<file path="src/rtl/frame_flusher_if.sv">
// Pixel bus between the frame flusher, the glyph units it scans and the VGA adapter it writes.
// The master side drives the scan coordinates and the plot strobe. The slave side returns the glyph hit.
interface frame_flusher_if;
    logic [7:0] flush_x;
    logic [7:0] flush_y;
    logic       pix_enable;
    logic [5:0] pix_colour;
    logic [7:0] vga_x;
    logic [7:0] vga_y;
    logic [5:0] vga_colour;
    logic       vga_plot;

    modport master (
        output flush_x, flush_y, vga_x, vga_y, vga_colour, vga_plot,
        input  pix_enable, pix_colour
    );

    modport slave (
        input  flush_x, flush_y, vga_x, vga_y, vga_colour, vga_plot,
        output pix_enable, pix_colour
    );
endinterface

</file>
<file path="src/rtl/frame_flusher.sv">
// Sweeps every (x,y) of a WIDTH x HEIGHT frame and asks the glyph units for a colour at each point.
// It writes that colour to the VGA adapter one cycle later and pulses done once the whole frame is written.
//
// state | meaning
// IDLE  | waiting for start, scan coordinates parked at (0,0)
// SCAN  | presenting flush_x/flush_y, plotting the previous coordinate
// DRAIN | last pixel on vga_*, no further coordinates presented
// DONE  | one-cycle done pulse, rescan if continuous
module frame_flusher #(
    parameter int       WIDTH     = 160,
    parameter int       HEIGHT    = 120,
    parameter bit [5:0] BG_COLOUR = 6'b000000
) (
    input  logic                   clk,
    input  logic                   reset,
    input  logic                   start,
    input  logic                   continuous,
    output logic                   busy,
    output logic                   done,
    frame_flusher_if.master        bus
);

    localparam logic [7:0] LAST_X = 8'(WIDTH - 1);
    localparam logic [7:0] LAST_Y = 8'(HEIGHT - 1);

    typedef enum logic [1:0] {
        IDLE  = 2'd0,
        SCAN  = 2'd1,
        DRAIN = 2'd2,
        DONE  = 2'd3
    } state_t;

    state_t state, state_next;
    logic   last_x, last_y;

    assign last_x = (bus.flush_x == LAST_X);
    assign last_y = (bus.flush_y == LAST_Y);

    always_ff @(posedge clk) begin
        if (reset) state <= IDLE;
        else       state <= state_next;
    end

    always_comb begin
        state_next = state;
        case (state)
            IDLE:    if (start) state_next = SCAN;
            SCAN:    if (last_x && last_y) state_next = DRAIN;
            DRAIN:   state_next = DONE;
            DONE:    state_next = continuous ? SCAN : IDLE;
            default: state_next = IDLE;
        endcase
    end

    always_comb begin
        busy = 1'b0;
        done = 1'b0;
        case (state)
            SCAN, DRAIN: busy = 1'b1;
            DONE:        done = 1'b1;
            default:     ;
        endcase
    end

    // Coordinates outside SCAN are held at (0,0) so any entry into SCAN starts at the origin.
    always_ff @(posedge clk) begin
        if (reset) begin
            bus.flush_x    <= '0;
            bus.flush_y    <= '0;
            bus.vga_x      <= '0;
            bus.vga_y      <= '0;
            bus.vga_colour <= '0;
            bus.vga_plot   <= 1'b0;
        end else if (state == SCAN) begin
            bus.vga_x      <= bus.flush_x;
            bus.vga_y      <= bus.flush_y;
            bus.vga_colour <= bus.pix_enable ? bus.pix_colour : BG_COLOUR;
            bus.vga_plot   <= 1'b1;
            if (last_x) begin
                bus.flush_x <= '0;
                bus.flush_y <= last_y ? 8'd0 : bus.flush_y + 8'd1;
            end else begin
                bus.flush_x <= bus.flush_x + 8'd1;
            end
        end else begin
            bus.flush_x  <= '0;
            bus.flush_y  <= '0;
            bus.vga_plot <= 1'b0;
        end
    end

endmodule

</file>
<file path="src/flat_wrapper.sv">
// flat-port wrapper written by rule: the top's interface ports become plain ports
module frame_flusher_flat 
#(
    parameter int       WIDTH     = 160,
    parameter int       HEIGHT    = 120,
    parameter bit [5:0] BG_COLOUR = 6'b000000
)
  (clk, reset, start, continuous, busy, done, bus_flush_x, bus_flush_y, bus_vga_x, bus_vga_y, bus_vga_colour, bus_vga_plot, bus_pix_enable, bus_pix_colour);
  frame_flusher_if bus_i ();
  input  logic clk;
  input  logic reset;
  input  logic start;
  input  logic continuous;
  output logic busy;
  output logic done;
  output wire logic [$bits(bus_i.flush_x)-1:0] bus_flush_x;
  output wire logic [$bits(bus_i.flush_y)-1:0] bus_flush_y;
  output wire logic [$bits(bus_i.vga_x)-1:0] bus_vga_x;
  output wire logic [$bits(bus_i.vga_y)-1:0] bus_vga_y;
  output wire logic [$bits(bus_i.vga_colour)-1:0] bus_vga_colour;
  output wire logic [$bits(bus_i.vga_plot)-1:0] bus_vga_plot;
  input wire logic [$bits(bus_i.pix_enable)-1:0] bus_pix_enable;
  input wire logic [$bits(bus_i.pix_colour)-1:0] bus_pix_colour;
  assign bus_flush_x = bus_i.flush_x;
  assign bus_flush_y = bus_i.flush_y;
  assign bus_vga_x = bus_i.vga_x;
  assign bus_vga_y = bus_i.vga_y;
  assign bus_vga_colour = bus_i.vga_colour;
  assign bus_vga_plot = bus_i.vga_plot;
  assign bus_i.pix_enable = bus_pix_enable;
  assign bus_i.pix_colour = bus_pix_colour;
  frame_flusher #(.WIDTH(WIDTH), .HEIGHT(HEIGHT), .BG_COLOUR(BG_COLOUR)) u_core (.clk(clk), .reset(reset), .start(start), .continuous(continuous), .busy(busy), .done(done), .bus(bus_i));
endmodule
</file>
<file path="config.mk">
export PLATFORM = sky130hd
export DESIGN_NAME = frame_flusher_flat
export DESIGN_NICKNAME = d
export VERILOG_FILES = /design/src/rtl/frame_flusher_if.sv /design/src/rtl/frame_flusher.sv /design/src/flat_wrapper.sv
export SDC_FILE = /design/constraint.sdc
export NUM_CORES = 1
export LEC_CHECK = 0
export ABC_AREA = 1
export CAP_MARGIN = 20
export CORE_UTILIZATION = 46
export CTS_BUF_LIST = sky130_fd_sc_hd__clkbuf_16
export DETAILED_ROUTE_END_ITERATION = 7
export GPL_TIMING_DRIVEN = 0
export MAX_ROUTING_LAYER = met4
export PLACE_DENSITY = 0.88
export SYNTH_ARGS = -nofsm -noshare
export SYNTH_HDL_FRONTEND = slang
export SYNTH_SLANG_ARGS = --single-unit
</file>
<file path="constraint.sdc">
create_clock -name clk -period 1.9 [get_ports clk]
set_clock_uncertainty 0.05 [all_clocks]
set_input_delay 0.38 -clock clk [delete_from_list [all_inputs] [get_ports clk]]
set_output_delay 0.38 -clock clk [all_outputs]
set_load 0.1 [all_outputs]
</file>
# Yosys cells after proc, flatten, opt, wreduce, memory -nomap -nowiden
# Cells that the tools add are included.
# totals
regBits,41
in_bits,11
out_inout_bits,41
elab_cells,32
# op_classes
n_addsub,2
n_eq_ne,7
n_mux,9
bitwise_logic,1
n_reduce_logical,6
# ops
cell,n
$add 8x1->8 const B,2
$eq 8x7->1 const B,1
$eq 8x8->1 const B,1
$mux 8,1
$pmux 2 s4,1
$mux 6,1
$eq 2x2->1 const B,2
$mux 1,4
$mux 2,2
$reduce_or 2->1,2
$reduce_or 3->1,1
$eq 2x1->1 const B,1
$logic_not 2->1,1
$ne 2x1->1 const B,1
$ne 2x2->1 const B,1
$reduce_and 2->1,1
$logic_and 1x1->1,1
$not 1->1,1

# Longest topological paths before layout
# depth
depth_word,4
ltp_mapped,10
mapped_depth_nobuf,10

# Worst setup path before layout
# OpenSTA, ideal clock, no wires.
# synth_timing
kind,reg-to-reg
from,register u_core.bus.flush_x[0]
to,register u_core.bus.flush_x[6]
setup_ns,0.116
t_arrival_ns,2.086
t_required_ns,1.734
slack_ns,-0.352
path_stages_with_launch,9
n_path_buf,0
period_less_slack_ns,2.252
cell_sequence,dfxtp_1 ha_1 nand3_4 nor2_8 inv_4 nand2_4 a21oi_1 o21ai_1 inv_1
# synth_between
elab_chain_cells,2
elab_cells_between_ends,3
cone_classes,add/sub: 1; eq/ne: 1; reduce/logical: 1
# synth_rtl
element,line_no,source
start: declaration,frame_flusher_if.sv:14,"output flush_x, flush_y, vga_x, vga_y, vga_colour, vga_plot,"
start signal: assignment,frame_flusher.sv:83,bus.flush_x <= bus.flush_x + 8'd1;
"parallel branches: the longest is 2 deep, another holds $add 8x1->8",-,
# Parallel ways; which one is timed is not known.
# A chain may end at the register's enable or synchronous reset.

# Worst setup path in the final report
# layout_timing
from,register u_core.bus.vga_x[2]
to,output bus_vga_x[2]
# layout_rtl
element,line_no,source
start: declaration,frame_flusher_if.sv:14,
start signal: assignment,frame_flusher.sv:75,bus.vga_x <= bus.flush_x;
end: declaration,flat_wrapper.sv:18,output wire logic [$bits(bus_i.vga_x)-1:0] bus_vga_x;
# No word-level cell between the ends.

==> results.sh <==
export IMPL_synth_fa_ha_area_share_pct=3.53
export IMPL_grt_overflow_total=0
export IMPL_power_mw=3.99
export IMPL_cts_buffers=5
export IMPL_die_h_um=64.0
export IMPL_crit_path_end_kind="output pin"
export IMPL_dieArea_sq_um=4100
export IMPL_leakage_nw=1.04
export IMPL_layout_drive_gt1_share_pct=23.7
export IMPL_crit_family="buffers and inverters"
export IMPL_fin_util_pct=66.6
export IMPL_combPwrFrac_pct=48.0
export IMPL_power_switching_mw=2.01
export IMPL_synth_area_leaders="dfxtp_1 46%, a21oi_1 7.9%, inv_1 6.6%, nand2_1 6.6%, o21ai_0 5.9%"
export IMPL_muxShareOfSynthArea_pct=0
export IMPL_syn_nets=241
export IMPL_ys_seq_area_share_pct=46.4
export IMPL_status="finished clean"
export IMPL_cts_htree_levels=2
export IMPL_cap_violations=0
export IMPL_port_buffers=50
export IMPL_tritoncts="done"
export IMPL_final_period_utilization_pct=99.2
export IMPL_track_usage_pct=21.8
export IMPL_gp_congestion=0.838
export IMPL_hold_violations=0
export IMPL_antenna_found_initial=0
export IMPL_hold_path_startpoint="reset"
export IMPL_wl_per_cell_um=12.4
export IMPL_r2r_start="u_core.state[0]"
export IMPL_cts_setup_buffers=0
export IMPL_yosysWarnings=0
export IMPL_clkPwrFrac_pct=23.9
export IMPL_path_class="flop to output pin"
export IMPL_drtPass1Iterations=4
export IMPL_drc_errors=0
export IMPL_nets=298
export IMPL_crit_slowest_cell="clkdlybuf4s15_1"
export IMPL_period_needed_ns=1.88
export IMPL_ir_worst_vdd_mv=0.896
export IMPL_clock_fmax_mhz=531
export IMPL_synth_xor_area_share_pct=0.495
export IMPL_swShare_pct=50.4
export IMPL_intPower_mw=1.98
export IMPL_vias=1694
export IMPL_synth_top_family_by_area="simple AND/OR/NAND/NOR gates"
export IMPL_timing_slew_headroom_pct=36.3
export IMPL_worst_path_largest_cell_delay_ns=0.83
export IMPL_synthCells=225
export IMPL_vias_per_cell=5.12
export IMPL_ff2ff_path_depth=8
export IMPL_r2r_slack_ns=0.33
export IMPL_first_global_vias=1545
export IMPL_syn_avg_cell_area_sq_um=7.87
export IMPL_yosys_cell_types_count=31
export IMPL_ant_nets=0
export IMPL_grt_max_degree=14
export IMPL_cp_required_ns=1.47
export IMPL_drt_iter0_drc=148
export IMPL_seq_power_share_pct=28.1
export IMPL_crit_chain="clkdlybuf4s15_1"
export IMPL_path_buf_inv=1
export IMPL_synth_seq_cells=41
export IMPL_clkTransAtPathRegs_ns=0.06
export IMPL_holdPathEnd="u_core.bus.vga_colour[5]"
export IMPL_cts_path_max_buffers=2
export IMPL_holdWs_ns=0.331
export IMPL_powerDensity_nw_per_um2=1620
export IMPL_initial_core_util_pct=48.0
export IMPL_synth_top_cell_by_area="dfxtp_1"
export IMPL_cts_resized=90
export IMPL_cp_start_kind="flop"
export IMPL_n_antenna_cell=0
export IMPL_coreArea_sq_um=3690
export IMPL_rsz0062_at_grt="no"
export IMPL_yosys_area_top_type_share_pct=46.4
export IMPL_worstReg2RegEnd="u_core.bus.flush_x[6]"
export IMPL_worstHoldPathCells=2
export IMPL_cts_num_sinks=41
export IMPL_drv_slew=0
export IMPL_dieWidth_um=64.0
export IMPL_ios=52
export IMPL_worst_slew_pin_slew_ns=0.960
export IMPL_area_growth_pct=38.7
export IMPL_clock_latency_ns=0.28
export IMPL_synthSimpleGateAreaFrac_pct=25.5
export IMPL_root_buffer="clkbuf_16"
export IMPL_grt_pass1_wl_um=6800
export IMPL_setup_viol=0
export IMPL_min_path_type="primary input to flop"
export IMPL_wirelength_um=4120
export IMPL_path_max_fanout=2
export IMPL_synth_compound_area_share_pct=15.1
export IMPL_worstPathArrival_ns=1.45
export IMPL_synth_area_sq_um=1770
export IMPL_dp_hpwl_um=3000
export IMPL_fp_row_count=22
export IMPL_ctsHoldBuffers=0
[registers in the layout (all words and copies together) (netlist names)]
signal and flops:
u_core.bus.flush_x 8, u_core.bus.flush_y 8, u_core.bus.vga_colour 6, u_core.bus.vga_plot 1, u_core.bus.vga_x 8, u_core.bus.vga_y 8, u_core.state 2
[worst max path at each step]
stage	endpoint	from	cells past startpoint
3_5_place_dp	busy	u_core.state[0]	3
4_1_cts	bus_vga_x[6]	u_core.bus.vga_x[6]	1
3_3_place_gp	busy	u_core.state[0]	3
2_1_floorplan	u_core.bus.flush_x[6]	u_core.bus.flush_x[0]	8
5_1_grt	bus_vga_colour[5]	u_core.bus.vga_colour[5]	1
6_report	bus_vga_x[2]	u_core.bus.vga_x[2]	1
[cells in the mapped netlist (all sizes together)]
cell	count
ha	5
clkbuf	4
and3	1
inv	34
nand2	37
dfxtp	41
buf	2
nor3	4
a21oi	29
nor4	1
o21ai	23
nand4	4
xor2	1
nor3b	1
nand3	18
nor2	19
nand3b	1
[routing by layer]
layer,wire (um),track usage (%),vias up,share of wire (%)
met5,0,-,-,0
met4,47,8.52,0,1.1
met3,267,5.36,6,6.5
met2,1960,35.1,56,48
met1,1840,26.2,784,45
li1,-,-,848,-
[cell type report]
| type | count | area (sq um) |
|---|---|---|
| clock buffers | 5 | 125 |
| multi-input cells | 144 | 791 |
| well taps | 48 | 60.1 |
| plain buffers | 6 | 28.8 |
| clock inverters | 3 | 41.3 |
| flip-flops and latches | 41 | 835 |
| fillers | 320 | 1230 |
| repair buffers | 50 | 445 |
| inverters | 34 | 130 |
[cell families after synthesis]
kind of cell	Yosys count
AOI/OAI and AO/OA	52
DFF	41
and+or+nand+nor	86
buffers and inverters	40
xor gates and xnor gates	1
adders and majority gates	5
[through the flow]
stage,setup WS (ns),instances,setup TNS [ns],instance area (sq um)
2_1_floorplan,0.0397,225,0,1780
3_3_place_gp,-0.408,323,-1.20,2340
3_5_place_dp,-0.442,323,-1.32,2340
4_1_cts,0.00197,331,0,2510
5_1_grt,0.00159,331,0,2460
6_report,0.0155,331,0,2460
[cell usage in the layout, fill, tap and decap left out, types with 2 or more instances in the layout]
cell type         n
a21oi_1          28
buf_2             2
dfxtp_2          11
nand2_4           4
clkdlybuf4s50_1   9
nor3_1            4
clkdlybuf4s15_1  10
dfxtp_1          30
nor2_1           16
clkbuf_1          3
clkdlybuf4s15_2  15
buf_4             2
ha_1              5
clkbuf_2         14
nand2_2           2
clkbuf_16         5
inv_1            31
nand3_1          16
o21ai_0          21
inv_2             2
nand4_1           4
nand2_1          31
[power groups by stage]
stage / Clock [mW] / Sequential, mW / Combinational, mW
final: 0.952 / 1.12 / 1.92
after global routing: 0.999 / 1.14 / 2.01
after CTS: 0.960 / 1.12 / 1.94
after detailed placement: 0 / 1.14 / 2.02
after global placement: 0 / 1.13 / 1.99
after floorplan: 0 / 2.10 / 0.622
Power figures use the tool's default switching activity.
